### config.mk
export PLATFORM = sky130hd
export DESIGN_NAME = shift_sequencer
export DESIGN_NICKNAME = d
export VERILOG_FILES = /design/src/rtl/shift_sequencer.sv
export SDC_FILE = /design/constraint.sdc
export NUM_CORES = 1
export LEC_CHECK = 0
export CAP_MARGIN = 20
export CORE_ASPECT_RATIO = 1.5
export CORE_MARGIN = 4
export CORE_UTILIZATION = 45
export CTS_CLUSTER_SIZE = 16
export DETAILED_ROUTE_END_ITERATION = 10
export PLACE_DENSITY = 0.66
export SKIP_LAST_GASP = 1
export SYNTH_ARGS = -nofsm -noshare
export SYNTH_HDL_FRONTEND = slang
export SYNTH_SLANG_ARGS = --single-unit
### constraint.sdc
create_clock -name CLK -period 4.02 [get_ports CLK]
set_input_delay 0.804 -clock CLK [delete_from_list [all_inputs] [get_ports CLK]]
set_output_delay 0.804 -clock CLK [all_outputs]
set_load 0.005 [all_outputs]
### src/rtl/shift_sequencer.sv
// Sequenced front-end around a 32-bit combinational shifter: one registered op at a time,
// valid/ready on both sides, two-pass rotates built from a left pass ORed with a right pass.

module shift_core (
   input  logic        n_rst,
   input  logic [31:0] a,
   input  logic [1:0]  sel,
   input  logic        arith,
   input  logic [4:0]  shft,
   output logic [31:0] out
);
   always_comb begin
      out = '0;
      if (n_rst) begin
         case (sel)
            2'd0: out = a << shft;
            2'd1: begin
               // kept as separate statements so >>> stays signed
               if (arith) out = $signed(a) >>> shft;
               else       out = a >> shft;
            end
            2'd2: out = {{24{a[7]}}, a[7:0]};
            default: out = {{16{a[15]}}, a[15:0]};
         endcase
      end
   end
endmodule

module shift_sequencer #(
   parameter bit ENABLE_ROTATE = 1'b1
) (
   input  logic        CLK,
   input  logic        N_RST,
   input  logic        IN_VALID,
   output logic        IN_READY,
   input  logic [2:0]  OP,
   input  logic [31:0] A,
   input  logic [31:0] B,
   output logic        OUT_VALID,
   input  logic        OUT_READY,
   output logic [31:0] RESULT,
   output logic        ERR
);
   localparam logic [2:0] OP_SLL = 3'd0, OP_SRL = 3'd1, OP_SRA = 3'd2, OP_SEXT8 = 3'd3,
                          OP_SEXT16 = 3'd4, OP_ROL = 3'd5, OP_ROR = 3'd6;
   localparam logic [1:0] SEL_LEFT = 2'd0, SEL_RIGHT = 2'd1, SEL_SEXT8 = 2'd2, SEL_SEXT16 = 2'd3;

   typedef enum logic [1:0] {IDLE, EXEC, PASS2, DONE} state_e;

   state_e      state;
   logic [2:0]  op_q;
   logic [31:0] a_q, partial;
   logic [4:0]  n_q, rot_amt, sh_amt;
   logic [1:0]  sh_sel;
   logic        sh_arith, is_rot, illegal;
   logic [31:0] sh_out;
   logic        unused_b;

   assign unused_b = ^B[31:5];
   assign is_rot   = (op_q == OP_ROL) || (op_q == OP_ROR);
   assign illegal  = (op_q == 3'd7) || (is_rot && !ENABLE_ROTATE);
   // ROR n is ROL (32-n); 5-bit negate gives the mod-32 amount
   assign rot_amt  = (op_q == OP_ROL) ? n_q : 5'd0 - n_q;
   assign IN_READY = (state == IDLE) || (state == DONE && OUT_READY);

   always_comb begin
      sh_sel   = SEL_LEFT;
      sh_arith = 1'b0;
      sh_amt   = n_q;
      if (state == PASS2) begin
         sh_sel = SEL_RIGHT;
         sh_amt = 5'd0 - rot_amt;
      end else begin
         case (op_q)
            OP_SRL:    sh_sel = SEL_RIGHT;
            OP_SRA:    begin sh_sel = SEL_RIGHT; sh_arith = 1'b1; end
            OP_SEXT8:  begin sh_sel = SEL_SEXT8;  sh_amt = 5'd0; end
            OP_SEXT16: begin sh_sel = SEL_SEXT16; sh_amt = 5'd0; end
            OP_ROL, OP_ROR: sh_amt = rot_amt;
            default:   sh_sel = SEL_LEFT;
         endcase
      end
   end

   shift_core u_shift (
      .n_rst (N_RST),
      .a     (a_q),
      .sel   (sh_sel),
      .arith (sh_arith),
      .shft  (sh_amt),
      .out   (sh_out)
   );

   always_ff @(posedge CLK or negedge N_RST) begin
      if (!N_RST) begin
         state     <= IDLE;
         OUT_VALID <= 1'b0;
         RESULT    <= '0;
         ERR       <= 1'b0;
         op_q      <= '0;
         a_q       <= '0;
         n_q       <= '0;
         partial   <= '0;
      end else begin
         case (state)
            IDLE: begin
               if (IN_VALID) begin
                  op_q  <= OP;
                  a_q   <= A;
                  n_q   <= B[4:0];
                  state <= EXEC;
               end
            end
            EXEC: begin
               if (illegal) begin
                  RESULT    <= a_q;
                  ERR       <= 1'b1;
                  OUT_VALID <= 1'b1;
                  state     <= DONE;
               end else if (is_rot && rot_amt != 5'd0) begin
                  partial <= sh_out;
                  state   <= PASS2;
               end else begin
                  RESULT    <= is_rot ? a_q : sh_out;
                  ERR       <= 1'b0;
                  OUT_VALID <= 1'b1;
                  state     <= DONE;
               end
            end
            PASS2: begin
               RESULT    <= partial | sh_out;
               ERR       <= 1'b0;
               OUT_VALID <= 1'b1;
               state     <= DONE;
            end
            DONE: begin
               if (OUT_READY) begin
                  OUT_VALID <= 1'b0;
                  if (IN_VALID) begin
                     op_q  <= OP;
                     a_q   <= A;
                     n_q   <= B[4:0];
                     state <= EXEC;
                  end else begin
                     state <= IDLE;
                  end
               end
            end
            default: state <= IDLE;
         endcase
      end
   end
endmodule
== Word level (Yosys, flattened, before mapping) ==
Cells that the tools add are included.
Word-level totals
  flip-flop bits (word level): 108
  bits of input ports: 71
  output and inout bits: 35
  logic and storage cells: 84
Cells by class
  add/sub/neg operators: 2
  equality and inequality tests: 15
  shifts and indexed selects: 3
  multiplexer cells: 36
  bitwise logic cells: 2
  reduce and logical (&&, ||, !) cells: 18
Operators with widths (number)
  2-to-1 mux 32 bit: 7
  one-hot mux 32 bit (2 select lines): 2
  one-hot mux 32 bit (3 select lines): 1
  OR 32 bit: 1
  left shift 32 x 5 -> 32 bit: 1
  right shift 32 x 5 -> 32 bit: 1
  >>> shifter 32 x 5 -> 32 bit: 1
  2-to-1 mux 5 bit: 4
  one-hot mux 5 bit (2 select lines): 2
  == test 3 bit, second input constant: 4
  2-to-1 mux 1 bit: 10
  subtractor 1 x 5 -> 5 bit, first input constant: 2
  one-hot mux 2 bit (4 select lines): 1
  == test 2 bit, second input constant: 3
  == test 3 x 2 -> 1 bit, second input constant: 2
  2-to-1 mux 2 bit: 3
  2-to-1 mux 3 bit: 2
  one-hot mux 2 bit (3 select lines): 1
  one-hot mux 3 bit (2 select lines): 1
  AND reduction 2 bit: 3
  AND reduction 3 bit: 2
  OR reduction 2 bit: 3
  nonzero test 5 bit: 1
  == test 2 x 1 -> 1 bit, second input constant: 2
  other kinds (11): 16

== Logic depth before layout (Yosys ltp) ==
  depth after elaboration: 12
  depth in mapped cells: 17
  gate-level depth less buffers: 15

== By module ==
A second synthesis with hierarchy kept.
Second synthesis, totals
  cells, all modules: 1058
  area, all modules: 9516.6 µm²
Modules (own cells, without submodules)
  shift_sequencer: instances 1, cells each 425, area an instance 5097.4 µm², seq. area each 2702.6 µm²
  shift_core: instances 1, cells each 633, area an instance 4419.2 µm², seq. area each 0.0 µm²

== Worst setup path after synthesis ==
Ideal clock, no wire load.
  path type: reg2reg
  from: register n_q[0]
  to: register RESULT[19]
  library setup time: 142 ps
  data arrival time: 3491 ps
  required time: 3878 ps
  slack: 387 ps
  cell stages (with the launch flop): 18
  path buffers: 3
  period minus slack after synthesis: 3633 ps
  path through: dfrtp_1 -> buf_2 -> inv_1 -> ha_1 -> nor3b_1 -> or3_1 -> and2_1 -> ha_1 -> and2_1 -> a41oi_1 -> and2_1 -> buf_2 -> buf_1 -> nor2_1 -> nor2_1 -> o31ai_1 -> a311oi_1 -> a221oi_1
On the way
  longest elaborated chain between the ends: 12
  elaborated cells between the ends (all ways): 20
  classes of those cells: 2 x add/sub; 1 x eq/ne; 3 x shift; 10 x mux; 1 x bitwise; 3 x reduce/logical
RTL lines
  start, declared: RTL line 53  | logic [4:0] n_q, rot_amt, sh_amt;
  start signal, assigned: RTL line 110  | n_q <= B[4:0];
  start signal, assigned: RTL line 142  | n_q <= B[4:0];
  subtractor 1 x 5 -> 5 bit: RTL line 63  | assign rot_amt = (op_q == OP_ROL) ? n_q : 5'd0 - n_q;
  2-to-1 mux 5 bit: RTL line 63
  subtractor 1 x 5 -> 5 bit or one-hot mux 5 bit (2 select lines) (tied branches): RTL line 72, 74
  2-to-1 mux 5 bit: RTL line 70  | if (state == PASS2) begin
  right shift 32 x 5 -> 32 bit or >>> shifter 32 x 5 -> 32 bit (tied branches): RTL line 20, 19
  2-to-1 mux 32 bit: RTL line 19  | if (arith) out = $signed(a) >>> shft;
  one-hot mux 32 bit (3 select lines): RTL line 15  | case (sel)
  2-to-1 mux 32 bit: RTL line 14  | if (n_rst) begin
  2-to-1 mux 32 bit: RTL line 124  | RESULT <= is_rot ? a_q : sh_out;
  2-to-1 mux 32 bit: RTL line 120  | end else if (is_rot && rot_amt != 5'd0) begin
  2-to-1 mux 32 bit: RTL line 115  | if (illegal) begin
  one-hot mux 32 bit (2 select lines): RTL line 105  | case (state)
  end signal, assigned: RTL line 116  | RESULT <= a_q;
  end signal, assigned: RTL line 124
  end signal, assigned: RTL line 131  | RESULT <= partial | sh_out;
  end, declared: RTL line 41  | output logic [31:0] RESULT,
Parallel ways exist; a longest one is shown, timed or not. The select of a mux whose other input is x is not followed.
A chain may end at the register's enable or synchronous reset.

== Final worst setup path ==
  from: register state[0]
  to: register RESULT[1]
On the way
  longest elaborated chain between the ends: 10
  elaborated cells between the ends (all ways): 22
  classes of those cells: 5 x eq/ne; 3 x shift; 10 x mux; 1 x bitwise; 3 x reduce/logical
RTL lines
  start, declared: RTL line 50  | state_e state;
  start signal, assigned: RTL line 96  | state <= IDLE;
  start signal, assigned: RTL line 111  | state <= EXEC;
  start signal, assigned: RTL line 119  | state <= DONE;
  == test 2 bit: RTL line 70, 105
  2-to-1 mux 5 bit: RTL line 70
  right shift 32 x 5 -> 32 bit or >>> shifter 32 x 5 -> 32 bit (tied branches): RTL line 20, 19
  2-to-1 mux 32 bit: RTL line 19
  one-hot mux 32 bit (3 select lines): RTL line 15
  2-to-1 mux 32 bit: RTL line 14
  2-to-1 mux 32 bit: RTL line 124
  2-to-1 mux 32 bit: RTL line 120
  2-to-1 mux 32 bit: RTL line 115
  one-hot mux 32 bit (2 select lines): RTL line 105
Parallel ways exist; a longest one is shown, timed or not. The select of a mux whose other input is x is not followed.

==> metrics.md <==
| Metric | Value |
|---|---|
| Simple-gate area share of the yosys netlist | 20.83% |
| Synth async-reset ratio | 100.0% |
| Top FF cell, synth | dfrtp_1 |
| Mapped Cells | 1298 |
| Reg2reg path depth | 15 |
| Cell variety after synth | 90 |
| Worst Setup SP | state[0] |
| Synthesized Nets | between 1000 and 1500 |
| CTS tree | yes |
| XOR/XNOR Fraction of Synth Area | 0.5091% |
| Initial Util | 46.05% |
| Avg Vias per Cell | roughly 7.0 |
| DR iter-0 viols | 1508 |
| Unrepaired setup endpoints after global routing | yes |
| Max Root-Sink Buffers | 2 |
| Slowest Stage Delay on Critical Path | 0.54 ns |
| Clock sinks | 108 |
| Critical path launch point type | flop |
| Fraction of the cycle the final worst path needs | approximately 96% |
| Fillers | 2090 |
| GP Congestion | 1.101 |
| Synth Area in Compound Gates | 31.56% |
| DP HPWL | about 36000 um |
| Setup Skew | 0.01006 ns |
| Worst path most repeated cell | buf_4 |
| Synthesized area | just over 10000 um^2 |
| CP max FO | 22 |
| Status | finished, final reports clean |
| Hold Fails Final Rpt | 0 |
| Max-slew violation count | 0 |
| CP max stage cell | or4bb_1 |
| Total wire length | 47540 um |
| Worst Hold Class | in -> async |
| Clk_lat worst skew | 0.38 ns |
| Worst EP required | between 4 and 5 ns |
| Reg clk slew, reported paths | ~0.080 ns |
| Reg2reg setup slack | 0.17 ns |
| Layout cells sized above 1 | a little under a fifth |
| Post-synthesis mux area share | roughly an eighth |
| Die area | around 25000 um^2 |
| Clk root buf | clkbuf_16 |
| Num CTS Buffers | 9 |
| Syn-to-layout area delta | 20.40% |
| Post-route minimum period | 3.848 ns |
| DR pass1 iterations | 6 |
| Die W | around 130 um |
| Core area | 21880 um^2 |
| Critical R2R Capture | RESULT[1] |
| Register area share after synthesis | 26.82% |
| GR Overflow Total | 0 |
| Initial antenna violation count | 0 |
| Die Y | 191.3 um |
| Overall Global Routing Usage | about two fifths |
| Syn_area_per_cell | 7.764 um^2 |
| Fin worst setup slack | 0.1725 ns |
| Least-Margin Pin Slew | between 0.9 and 1 ns |
| Pin count of the biggest net entering global routing | 55 |
| Yosys Warn Count | 0 |
| Ports | 106 |
| Critical setup path kind | reg -> reg |
| Htree depth | 3 |
| Fmax | 0.2599 GHz |
| Reg2Reg Launch Point | state[0] |
| Count of max-cap constraint violations | 0 |
| Synth Register Bits | roughly 110 |
| Setup crit end | RESULT[1] |
| Largest family of logic cells by synthesized area | compound AO/OA/AOI/OAI gates |
| Crit path DAT | 4.12 ns |
| Post-synth EDFFs | 0 |
| Most frequent cells in the layout | 176 x nand2_1, 125 x buf_4, 108 x dfrtp_1, 103 x o21ai_0, 85 x a21oi_1 |
| Drt wl/cell | 28.45 um |
| Rows | 66 |
| Adder-Cell Fraction of Synth Area | less than 1% |
| Setup violations, final | 0 |
| Ant diodes | 0 |
| DRC | 0 |
| Post-route ant nets | 0 |
| DP Worst Slack | -0.06983 ns |
| Vias in the first global route | 11290 |
| # hold bufs at CTS | 0 |
| First-pass GRT wire length | 70550 um |
| Number of port buffers | 78 |
| Most common cell after layout, fill and taps aside | nand2_1 |
| Fin nets | 1471 |
| Vias post-DR | 11690 |
| Worst slew margin | 33.85% |
| CP endpoint kind | flop |
| Cell breakdown of the critical path | inv_1, ha_4, or4bb_1, nand3_2, buf_12, nand2_1, a21boi_0, a21oi_2, a2bb2oi_1, buf_4, o211ai_1, o221ai_1, buf_4, a211oi_1, nor4_1 |
==> cell type report <==
| type | instances | area [um^2] | area share (%) |
|---|---|---|---|
| Clock inverter | 4 | 52.55 | 0.4331 |
| Tap cell | 272 | 340.3 | 2.805 |
| Clock buffer | 12 | 266.5 | 2.197 |
| Multi-Input combinational cell | 1045 | 6787 | 55.93 |
| Inverter | 17 | 63.81 | 0.5259 |
| Timing Repair Buffer | 213 | 1921 | 15.83 |
| Sequential cell | 108 | 2703 | 22.27 |
==> flip-flops by register name, summed over array words and instances, names as in the netlist <==
name / count
state: 2
op_q: 3
n_q: 5
ERR: 1
RESULT: 32
partial: 32
OUT_VALID: 1
a_q: 32
==> critical path: cells and delay by family (launching register included) <==
family | cells | cell delay [ns]
AOI/OAI and AO/OA | 6 | 1.33
and+or+nand+nor | 4 | 1.09
buffers and inverters | 4 | 0.68
DFF | 1 | 0.38
adders and majority gates | 1 | 0.25
==> through the flow <==
| stage | cells | util [%] | hold slack (ns) | TNS, ns | area [um^2] |
|---|---|---|---|---|---|
| finish | 1671 | 55.44 | 0.3622 | 0 | 12130 |
| global route | 1671 | 55.44 | 0.3938 | -0.01048 | 12130 |
| CTS | 1671 | 55.27 | 0.3824 | 0 | 12090 |
| detailed placement | 1655 | 53.79 | 0.4598 | -0.1186 | 11770 |
| global placement | 1655 | 53.79 | 0.4539 | -0.1160 | 11770 |
| floorplan | 1298 | - | 0.4401 | 0 | 10080 |
==> worst min-delay path by stage <==
| stage | start | to | slack (ns) | cells past startpoint |
|---|---|---|---|---|
| floorplan | partial[16] | partial[16] | 0.44 | 2 |
| global placement | partial[16] | partial[16] | 0.45 | 2 |
| detailed placement | partial[24] | partial[24] | 0.46 | 2 |
| CTS | N_RST | partial[6] | 0.38 | 1 |
| global route | N_RST | RESULT[6] | 0.39 | 1 |
| finish | N_RST | RESULT[6] | 0.36 | 1 |
==> synthesized netlist by cell type (5+ instances only) <==
library cell / n / area share (%)
mux2_2: 64 / 7.2
buf_1: 6 / 0.22
nand2_1: 177 / 6.6
o21ai_0: 106 / 5.3
o22ai_1: 14 / 0.87
o31ai_1: 14 / 1.0
a221oi_1: 9 / 0.78
and3_1: 5 / 0.31
o211ai_1: 35 / 2.6
nor3_1: 69 / 3.4
mux2i_1: 43 / 4.3
or3_1: 18 / 1.1
mux4_2: 5 / 1.1
o21ai_1: 14 / 0.70
clkbuf_1: 62 / 2.3
and2_1: 13 / 0.81
o31a_1: 5 / 0.43
o221ai_1: 13 / 1.1
nand4_1: 10 / 0.62
a22oi_1: 6 / 0.45
nand3_1: 32 / 1.6
inv_1: 16 / 0.60
buf_2: 41 / 2.0
a311oi_1: 7 / 0.61
o21a_1: 8 / 0.60
nor4_1: 7 / 0.43
a211o_1: 7 / 0.61
nand2b_1: 8 / 0.50
dfrtp_1: 108 / 27
a21oi_1: 86 / 4.3
ha_1: 6 / 0.74
a31oi_1: 22 / 1.4
buf_4: 15 / 1.1
nor2_1: 88 / 3.3
a32oi_1: 5 / 0.43
a22o_1: 7 / 0.61
o32ai_1: 6 / 0.52
a211oi_1: 34 / 2.5
==> cell families (layout without fill, tap and decap cells) <==
family / after synthesis / count (layout)
compound gates: 470 / 470
xor+xnor: 5 / 5
flops: 108 / 108
buf+inv: 145 / 246
fa+ha+maj: 6 / 6
simple gates: 451 / 451
mux: 113 / 113
==> repair_timing <==
| action | in CTS | in global routing |
|---|---|---|
| gates resized for setup | 1 | 11 |
| hold endpoints to repair | 0 | 0 |
| setup buffers | 0 | 0 |
| pin swaps | 0 | 1 |
| setup endpoints to repair | 2 | 32 |
==> layer usage <==
| metal | wire length, um | global-route usage [%] |
|---|---|---|
| met1 | 17960 | 47.90 |
| met2 | 21750 | 59.29 |
| met3 | 4002 | 5.955 |
| met4 | 3827 | 25.52 |
| met5 | 0 | 0 |
Power is left out: the tool's default activity adds up to more than one toggle a clock period on the data nets, which glitch-free logic cannot reach.
